**src/rtl/banked_register_file.sv**
```systemverilog
// Banked register file: NUM_GPR lane-addressed 32-bit GPRs, NUM_RD combinational
// read ports, custom registers (clk/esp/src/k) and a call/return save stack that
// snapshots every GPR.
// Optional build macro: BANKED_REGFILE_BYPASS_EN enables write-to-read forwarding.
module banked_register_file #(
  parameter int             NUM_GPR    = 4,
  parameter int             NUM_RD     = 3,
  parameter int             CODE_W     = 8,
  parameter int             SAVE_DEPTH = 16,
  parameter int             SP_W       = 16,
  parameter logic [SP_W-1:0] SP_RESET  = '1
) (
  input  logic                             clock,
  input  logic                             reset,
  input  logic                             wb_flag,
  input  logic [CODE_W-1:0]                wb_code,
  input  logic [31:0]                      wb_data,
  input  logic [NUM_RD*CODE_W-1:0]         rd_code,
  output logic [NUM_RD*32-1:0]             rd_value,
  input  logic [31:0]                      stack_top,
  input  logic [SP_W-1:0]                  stack_amount,
  input  logic                             call_flag,
  input  logic                             ret_flag,
  input  logic                             dma_sp_flag,
  input  logic [SP_W-1:0]                  dma_sp_data,
  output logic [NUM_GPR*32-1:0]            r_gpr,
  output logic [3:0]                       r_clk,
  output logic [SP_W-1:0]                  r_esp,
  output logic                             r_src,
  output logic [15:0]                      r_k,
  output logic [$clog2(SAVE_DEPTH+1)-1:0]  save_level,
  output logic                             save_full,
  output logic                             save_empty,
  output logic                             save_overflow,
  output logic                             save_underflow,
  output logic                             stack_push_flag,
  output logic [31:0]                      stack_push_value
);

  localparam int IDX_W  = (NUM_GPR > 1) ? $clog2(NUM_GPR) : 1;
  localparam int LVL_W  = $clog2(SAVE_DEPTH + 1);
  localparam int SIDX_W = (SAVE_DEPTH > 1) ? $clog2(SAVE_DEPTH) : 1;
  localparam int GPR_W  = NUM_GPR * 32;

  localparam logic [CODE_W-1:0] C_STACK_TOP = CODE_W'(32'h20);
  localparam logic [CODE_W-1:0] C_STACK_AMT = CODE_W'(32'h21);
  localparam logic [CODE_W-1:0] C_CLK       = CODE_W'(32'h22);
  localparam logic [CODE_W-1:0] C_ESP       = CODE_W'(32'h23);
  localparam logic [CODE_W-1:0] C_SRC       = CODE_W'(32'h24);
  localparam logic [CODE_W-1:0] C_K         = CODE_W'(32'h25);
  localparam logic [CODE_W-1:0] C_LEVEL     = CODE_W'(32'h26);

  // GPR code: top bit set, index in range, zero pad bits, non-reserved lane
  function automatic logic gpr_hit(input logic [CODE_W-1:0] c);
    return c[CODE_W-1]
        && (32'(c[CODE_W-2 -: IDX_W]) < NUM_GPR)
        && (32'(c[CODE_W-2-IDX_W:0]) < 8)
        && (c[2:0] != 3'b100);
  endfunction

  function automatic logic [31:0] lane_rd(input logic [31:0] v, input logic [2:0] lane);
    logic [31:0] r;
    r = '0;
    case (lane)
      3'b000:  r = v;
      3'b001:  r = {16'h0, v[15:0]};
      3'b010:  r = {24'h0, v[7:0]};
      3'b011:  r = {24'h0, v[15:8]};
      3'b101:  r = {16'h0, v[31:16]};
      3'b110:  r = {24'h0, v[23:16]};
      3'b111:  r = {24'h0, v[31:24]};
      default: r = '0;
    endcase
    return r;
  endfunction

  function automatic logic [31:0] lane_wr(input logic [31:0] old, input logic [31:0] d,
                                          input logic [2:0] lane);
    logic [31:0] r;
    r = old;
    case (lane)
      3'b000:  r        = d;
      3'b001:  r[15:0]  = d[15:0];
      3'b010:  r[7:0]   = d[7:0];
      3'b011:  r[15:8]  = d[7:0];
      3'b101:  r[31:16] = d[15:0];
      3'b110:  r[23:16] = d[7:0];
      3'b111:  r[31:24] = d[7:0];
      default: r        = old;
    endcase
    return r;
  endfunction

  logic [GPR_W-1:0] r_save_mem [SAVE_DEPTH];
  logic [LVL_W-1:0] r_level;
  logic             r_ovf;
  logic             r_unf;
  logic             r_push_flag;
  logic [31:0]      r_push_value;

  logic              w_call;
  logic              w_ret;
  logic              w_do_push;
  logic              w_do_pop;
  logic [SIDX_W-1:0] w_push_idx;
  logic [SIDX_W-1:0] w_pop_idx;

  logic              w_wb_gpr;
  logic [IDX_W-1:0]  w_wb_idx;
  logic [2:0]        w_wb_lane;
  logic              w_wb_clk;
  logic              w_wb_esp;
  logic              w_wb_src;
  logic              w_wb_k;
  logic              w_wb_push;

  logic [GPR_W-1:0]  w_gpr_base;
  logic [31:0]       w_gpr_nxt [NUM_GPR];
  logic [31:0]       w_gpr_cur [NUM_GPR];
  logic [GPR_W-1:0]  w_gpr_nxt_flat;
  logic [3:0]        w_clk_nxt;
  logic [SP_W-1:0]   w_esp_nxt;
  logic              w_src_nxt;
  logic [15:0]       w_k_nxt;

  logic [3:0]        w_clk_rd;
  logic [SP_W-1:0]   w_esp_rd;
  logic              w_src_rd;
  logic [15:0]       w_k_rd;

  assign w_call     = call_flag & ~ret_flag;
  assign w_ret      = ret_flag & ~call_flag;
  assign save_full  = (r_level == LVL_W'(SAVE_DEPTH));
  assign save_empty = (r_level == '0);
  assign w_do_push  = w_call & ~save_full;
  assign w_do_pop   = w_ret & ~save_empty;
  assign w_push_idx = SIDX_W'(r_level);
  assign w_pop_idx  = SIDX_W'(r_level - LVL_W'(1));

  assign w_wb_gpr  = wb_flag & gpr_hit(wb_code);
  assign w_wb_idx  = wb_code[CODE_W-2 -: IDX_W];
  assign w_wb_lane = wb_code[2:0];
  assign w_wb_clk  = wb_flag & (wb_code == C_CLK);
  assign w_wb_esp  = wb_flag & (wb_code == C_ESP);
  assign w_wb_src  = wb_flag & (wb_code == C_SRC);
  assign w_wb_k    = wb_flag & (wb_code == C_K);
  assign w_wb_push = wb_flag & (wb_code == C_STACK_TOP);

  assign w_clk_nxt = w_wb_clk ? wb_data[3:0] : r_clk;
  assign w_esp_nxt = dma_sp_flag ? dma_sp_data : (w_wb_esp ? wb_data[SP_W-1:0] : r_esp);
  assign w_src_nxt = w_wb_src ? wb_data[0] : r_src;
  assign w_k_nxt   = w_wb_k ? wb_data[15:0] : r_k;

  // Restore is applied first so a same-cycle lane write can override the restored value
  assign w_gpr_base = w_do_pop ? r_save_mem[w_pop_idx] : r_gpr;

  // Next GPR values: restored/current base with the written lane merged in
  always_comb begin
    for (int unsigned n = 0; n < NUM_GPR; n++) begin
      w_gpr_nxt[n] = w_gpr_base[n*32 +: 32];
      if (w_wb_gpr && (w_wb_idx == IDX_W'(n))) begin
        w_gpr_nxt[n] = lane_wr(w_gpr_base[n*32 +: 32], wb_data, w_wb_lane);
      end
    end
  end

  for (genvar n = 0; n < NUM_GPR; n++) begin : g_pack
    assign w_gpr_nxt_flat[n*32 +: 32] = w_gpr_nxt[n];
    assign w_gpr_cur[n]               = r_gpr[n*32 +: 32];
  end

`ifdef BANKED_REGFILE_BYPASS_EN
  assign w_clk_rd = w_wb_clk ? w_clk_nxt : r_clk;
  assign w_esp_rd = w_wb_esp ? w_esp_nxt : r_esp;
  assign w_src_rd = w_wb_src ? w_src_nxt : r_src;
  assign w_k_rd   = w_wb_k   ? w_k_nxt   : r_k;
`else
  assign w_clk_rd = r_clk;
  assign w_esp_rd = r_esp;
  assign w_src_rd = r_src;
  assign w_k_rd   = r_k;
`endif

  for (genvar g = 0; g < NUM_RD; g++) begin : g_rd
    logic [CODE_W-1:0] w_code;
    logic [IDX_W-1:0]  w_idx;
    logic [31:0]       w_val;

    assign w_code = rd_code[g*CODE_W +: CODE_W];
    assign w_idx  = w_code[CODE_W-2 -: IDX_W];

    // Read-port decode: GPR lane or special register, zero-extended, 0 if unmatched
    always_comb begin
      w_val = '0;
      if (gpr_hit(w_code)) begin
`ifdef BANKED_REGFILE_BYPASS_EN
        if (w_wb_gpr && (w_wb_idx == w_idx)) begin
          w_val = lane_rd(w_gpr_nxt[w_idx], w_code[2:0]);
        end else begin
          w_val = lane_rd(w_gpr_cur[w_idx], w_code[2:0]);
        end
`else
        w_val = lane_rd(w_gpr_cur[w_idx], w_code[2:0]);
`endif
      end else begin
        case (w_code)
          C_STACK_TOP: w_val = stack_top;
          C_STACK_AMT: w_val = 32'(stack_amount);
          C_CLK:       w_val = 32'(w_clk_rd);
          C_ESP:       w_val = 32'(w_esp_rd);
          C_SRC:       w_val = 32'(w_src_rd);
          C_K:         w_val = 32'(w_k_rd);
          C_LEVEL:     w_val = 32'(r_level);
          default:     w_val = '0;
        endcase
      end
    end

    assign rd_value[g*32 +: 32] = w_val;
  end

  // Architectural registers, save-stack level and sticky error flags
  always_ff @(posedge clock) begin
    if (reset) begin
      r_gpr   <= '0;
      r_clk   <= '0;
      r_esp   <= SP_RESET;
      r_src   <= 1'b0;
      r_k     <= '0;
      r_level <= '0;
      r_ovf   <= 1'b0;
      r_unf   <= 1'b0;
    end else begin
      r_gpr <= w_gpr_nxt_flat;
      r_clk <= w_clk_nxt;
      r_esp <= w_esp_nxt;
      r_src <= w_src_nxt;
      r_k   <= w_k_nxt;
      if (w_do_push) begin
        r_level <= r_level + LVL_W'(1);
      end else if (w_do_pop) begin
        r_level <= r_level - LVL_W'(1);
      end
      if (w_call && save_full) begin
        r_ovf <= 1'b1;
      end
      if (w_ret && save_empty) begin
        r_unf <= 1'b1;
      end
    end
  end

  // Save-stack storage; reset only clears the level, stale entries are never read
  always_ff @(posedge clock) begin
    if (!reset && w_do_push) begin
      r_save_mem[w_push_idx] <= r_gpr;
    end
  end

  // One-cycle push request toward the data-stack unit; value holds between requests
  always_ff @(posedge clock) begin
    if (reset) begin
      r_push_flag  <= 1'b0;
      r_push_value <= '0;
    end else begin
      r_push_flag <= w_wb_push;
      if (w_wb_push) begin
        r_push_value <= wb_data;
      end
    end
  end

  assign save_level       = r_level;
  assign save_overflow    = r_ovf;
  assign save_underflow   = r_unf;
  assign stack_push_flag  = r_push_flag;
  assign stack_push_value = r_push_value;

endmodule

```
**config.mk**
```make
export PLATFORM = sky130hd
export DESIGN_NAME = banked_register_file
export DESIGN_NICKNAME = d
export VERILOG_FILES = /design/src/rtl/banked_register_file.sv
export SDC_FILE = /design/constraint.sdc
export NUM_CORES = 2
export LEC_CHECK = 0
export BUFFER_PORTS_ARGS = -buffer_cell sky130_fd_sc_hd__clkbuf_2
export CAP_MARGIN = 40
export CORE_MARGIN = 1.5
export CORE_UTILIZATION = 50
export CTS_CLUSTER_DIAMETER = 60
export DETAILED_ROUTE_END_ITERATION = 16
export GPL_ROUTABILITY_DRIVEN = 1
export GPL_TIMING_DRIVEN = 0
export PLACE_DENSITY = 0.67
export SLEW_MARGIN = 20
export SYNTH_ARGS = -nofsm -noshare
export SYNTH_HDL_FRONTEND = slang
export SYNTH_SLANG_ARGS = --single-unit
```
**constraint.sdc**
```tcl
create_clock -name clock -period 21.1 [get_ports clock]
set_input_delay 3.165 -clock clock [delete_from_list [all_inputs] [get_ports clock]]
set_output_delay 3.165 -clock clock [all_outputs]
set_load 0.05 [all_outputs]
```
# Yosys cells after proc, flatten, opt, wreduce, memory -nomap -nowiden
# Memories as Yosys holds them, arrays and structs flattened.
# Cells that the tools add are included.
op_classes:
  add_sub_neg: 2
  n_lt_le_gt_ge: 7
  n_eq_ne: 58
  n_mux: 45
  bitwise_logic: 17
  n_reduce_logical: 27
ops:
  columns: ["operator", "n"]
  rows:
  - ["$pmux W32 S7", 6]
  - ["$mux W32", 13]
  - ["$eq A8 B6 Y1 const B", 26]
  - ["$bmux W32 S2", 3]
  - ["$mux W128", 1]
  - ["$pmux W8 S2", 8]
  - ["$pmux W8 S3", 4]
  - ["$eq A3 B3 Y1 const B", 12]
  - ["$mux W16", 2]
  - ["$mux W8", 4]
  - ["$eq A3 B2 Y1 const B", 8]
  - ["$lt A5 B4 Y1 const B", 4]
  - ["$logic_and A1 B1 Y1", 15]
  - ["$eq A3 B1 Y1 const B", 4]
  - ["$logic_not A3 Y1", 4]
  - ["$ne A3 B3 Y1 const B", 4]
  - ["$and A1 B1 Y1", 10]
  - ["$mux W5", 2]
  - ["$ge A3 B3 Y1 const B", 3]
  - ["$not A2 Y3", 3]
  - ["$add A5 B1 Y5 const B", 1]
  - ["$eq A5 B5 Y1 const B", 1]
  - ["$logic_not A5 Y1", 1]
  - ["$sub A5 B1 Y5 const B", 1]
  - ["other kinds (9)", 16]
word_totals:
  register_bits: 205
  mem_bits_rw: 2048
  inputBits: 134
  out_inout_bits: 303
  word_cells: 167
  n_memories: 1
mem_list:
  columns: ["name", "words", "word_bits", "rd", "rd_clocked_by_memory_dff", "write_ports", "line_no", "text"]
  rows:
  - ["r_save_mem", 16, 128, 1, 0, 1, "94", "logic [GPR_W-1:0] r_save_mem [SAVE_DEPTH];"]

# Logic depth before layout (Yosys ltp)
depth:
  depth_word: 6
  mapped_depth: 16
  ltp_nobuf: 8

# Worst setup path after synthesis
# Ideal clock, no wire load.
synth_path:
  path_type: "input to register"
  start: "input call_flag"
  end: "memory r_save_mem[0][0] (netlist bit) (enable)"
  setup_time_ns: 0.772
  t_arrival_ns: 12.507
  t_required_ns: 20.328
  setup_slack_ns: 7.822
  path_stages: 5
  n_path_buf: 0
  path_cell_list: "nor2b_1 nand2b_1 nor2_1 nand2_1 nor3_1"
synth_via:
  elab_chain_cells: 5
synth_rtl:
  columns: ["item", "line_no", "text"]
  rows:
  - ["start: declaration", "22", "input logic call_flag,"]
  - ["$and A1 B1 Y1", "131", "assign w_call = call_flag & ~ret_flag;"]
  - ["$and A1 B1 Y1", "135", "assign w_do_push = w_call & ~save_full;"]
  - ["$logic_and A1 B1 Y1", "255", "if (!reset && w_do_push) begin"]
  - ["$mux W1", "255", null]
  - ["$mux W1 (implied by the code)", "256", "r_save_mem[w_push_idx] <= r_gpr;"]
  - ["end: declaration", "94", null]
# Every way passes these cells.

# Worst setup path in the final report
layout_path:
  start: "input rd_code[13]"
  end: "output rd_value[39]"
layout_via:
  elab_chain_cells: 6
  elab_cells_between_ends: 14
  cone_classes: "eq/ne: 7; mux: 6; bitwise: 1"
layout_rtl:
  columns: ["item", "line_no", "text"]
  rows:
  - ["start: declaration", "18", "input logic [NUM_RD*CODE_W-1:0] rd_code,"]
  - ["$not A2 Y3 (implied by the code)", "203", "w_val = lane_rd(w_gpr_cur[w_idx], w_code[2:0]);"]
  - ["$bmux W32 S2", "203", null]
  - ["$mux W32 (implied by the code) (2 in a row)", "203", null]
  - ["$pmux W32 S7", "64", "case (lane)"]
  - ["$mux W32 *", "195", "if (gpr_hit(w_code)) begin"]
  - ["end: declaration", "19", "output logic [NUM_RD*32-1:0] rd_value,"]
# Every way passes the cells marked *; elsewhere a longest branch is shown, timed or not. The select of a mux whose other input is x is not followed.

==> flow_summary.toml <==
[job]
maxCapViolCount = 0

[die]
die_area_mm2 = 0.188
ios = 437
core_mm2 = 0.184
fp-row-count = 157
die_w_um = 433
start_util_pct = 50.4
die_h_um = 433

[final_layout]
layout_commonest_cell = "edfxtp_1"
final_nets = 6562
fin_cells = 9147
area_growth_pct = 20.3
final_area_mm2 = 0.111
fin_util_pct = 60.7
drive_above_1_share_pct = 31.1
final_cell_mix = "edfxtp_1 (2048), nand2_1 (728), mux4_2 (556), clkbuf_2 (426), nand3_1 (245)"

[placed_design]
place_area_mm2 = 0.103
dp_slack_ps = 11220
hpwlAfterDp_um = 263000
numPortBuffers = 418
placed_cells = 8608
gp_congestion = 1.02

[global_route]
grt_pass1_wl_um = 480000
grt_max_degree = 22
grt_usage_pct = 37.9
grt_pass1_vias = 57800
antenna_found_initial = 38
grt_overflow = 0

[detailed_routing]
drc = 0
avgViaCountPerCell = 6.74
dr.pass1.iters = 8
drt_wl_total_um = 357000
vias = 61600
dr.first_iter.drc_count = 10100
ant_nets = 0
routedWlPerCell_um = 39.0

[critical_path]
arrival_ps = 6860
r2r_start = "save_level[0]$_SDFFE_PP0P_"
crit_chain = "buf_2 -> or4b_1 -> or3_1 -> buf_2 -> nor3_4 -> buf_4 -> o2bb2ai_1 -> a211o_1 -> clkbuf_2"
worstSetupEndpointType = "output port"
cp_slowest_stage_delay_ps = 750
path_class = "input port to output port"
ff2ff_path_depth = 14
cp_num_buf_inv = 4
r2r_end = "r_gpr[73]$_SDFF_PP0_"
reg2reg_slack_ps = 14620
crit_fanout = 10
cpMostUsedCell = "buf_2"
critPathTopFamily = "simple AND/OR/NAND/NOR gates"
start_kind = "input port"
slowest_stage = "or4b_1"
required_ps = 17940
crit_start = "rd_code[13]"

[worst_hold_path]
hold_class = "flip-flop to flip-flop"
whs_endpoint = "stack_push_value[1]$_SDFFE_PP0P_"
hold_start = "stack_push_value[1]$_SDFFE_PP0P_"
holdPathStages = 2

[yosys]
syn-num-nets = 5539
syn_inst = 5400
syn_avg_cell_area_um2 = 17.2
syn_area_mm2 = 0.0926
ys.flop_type = "edfxtp_1"
synth.yosys.seq_area_share_pct = 70.8
ys_seq_elements = 2253
async_flop_share_pct = 0
synth_cell_type_count = 77
yosys_warnings = 0
synth_edf_count = 2048

[power_and_ir_drop]
power_density_mw_per_mm2 = 120
sw_frac_of_total_pct = 34.1
pwr-share-comb_pct = 28.3
leakage_nw = 37.4
vdd.ir_drop.worst_v = 0.000107
seqPwrFrac_pct = 41.0
p_sw_mw = 4.54
intPower_mw = 8.79
design_power_total_mw = 13.3
pwr-share-clk_pct = 30.7

[clock_tree]
postCtsHoldBufs = 0
clock_latency_ps = 940
cts_setup_buffers = 0
htreeDepth = 4
cts_num_sinks = 2253
cts-root-buf = "clkbuf_16"
cts.repair.resized = 0
cts_max_path_buffers = 3
numCtsBuffers = 221
cts_tree = "done"
path_clk_slew_ps = 60

[timing]
fmax_mhz = 99.8
timing.final.crit_share_pct = 47.5
tightestPinTransition_ps = 1170
finalMaxSlewViolations = 0
finalCriticalPeriod_ps = 10020
fin_tns_setup_ps = 0
holdWs_ps = 462
timing.final.hold_violations = 0
fin_skew_ps = 87.5
setup_violations = 0
maxSlewHeadroom_pct = 22.1
rsz0062_at_grt = "false"
fin_ws_ps = 11080

[outcome]
status = "completed"
metal layers:
layer / global-route usage, % / vias up / wire, µm
li1: - / 23900 / -
met1: 46.8 / 31600 / 120000
met2: 56.2 / 4941 / 161000
met3: 10.6 / 1154 / 42800
met4: 30.3 / 22 / 32900
met5: 0.572 / - / 293
cells in the mapped netlist (all sizes together) (16+ instances only):
cell	count	area share [%]
mux2i	103	1.1
nand3	245	1.3
o22ai	16	0.11
nor2	131	0.53
clkbuf	186	0.75
nor3	27	0.17
buf	182	1.0
edfxtp	2048	66
a32o	20	0.22
dfxtp	205	4.4
mux4	556	14
a21oi	173	1.1
a22oi	60	0.49
a211oi	18	0.15
nand2	757	3.1
and2	23	0.16
nor2b	17	0.11
nand2b	29	0.20
and3	16	0.11
o21ai	112	0.61
o2111ai	55	0.52
a32oi	27	0.26
a31oi	62	0.42
a22o	57	0.54
o211ai	37	0.30
mux2	60	0.73
final cells by class:
cell class                      instances  area, µm²
Antenna cell                           63        158
Tap cell                             2464       3080
Timing Repair Buffer                  800       7680
Inverter                               13       48.8
Clock inverter                        135       1550
Buffer                                368       1680
Clock buffer                          285       6010
Fill cell                           13400      72200
Sequential cell                      2253      65600
Multi-Input combinational cell       2766      25600
cell families after synthesis:
family,Yosys count,synth area share (%)
muxes,719,15.4
adders and majority gates,5,0.0675
AOI/OAI and AO/OA,746,5.66
xor gates and xnor gates,8,0.0837
and+or+nand+nor,1288,6.16
buffers and inverters,381,1.86
DFF,2253,70.8
power by group through the flow:
stage | Clock, mW | Combinational, mW | Sequential, mW
floorplan | 0 | 1.83 | 5.71
global placement | 0 | 3.22 | 5.75
detailed placement | 0 | 3.53 | 5.62
CTS | 4.10 | 3.55 | 5.52
global route | 4.28 | 3.86 | 5.46
finish | 4.09 | 3.77 | 5.46
worst register-to-register path, delay by kind of cell (launching register included):
family | cells | cell delay (ps)
adder cells (fa/ha/maj) | 1 | 770
buffers and inverters | 8 | 3650
flip-flops | 1 | 450
multiplexers | 2 | 700
AO/OA/AOI/OAI | 3 | 750
worst max path at each step:
stage                                             end  slack [ps]  cells after the start
after floorplan            r_save_mem[0][0]$_DFFE_PP_        7820                      5
after global placement    r_save_mem[2][37]$_DFFE_PP_       -4800                      6
after detailed placement                 rd_value[39]       11220                      9
after CTS                                rd_value[39]       11210                      9
after global routing                     rd_value[39]       11170                      9
final                                    rd_value[39]       11080                      9
state kept, by name, indices dropped and copies added (netlist names):
name / count
r_save_mem: 2048
r_gpr: 128
stack_push_value: 32
r_esp: 16
r_k: 16
save_level: 5
r_clk: 4
r_src: 1
save_overflow: 1
save_underflow: 1
stack_push_flag: 1
(Power assumes the default switching activity.)
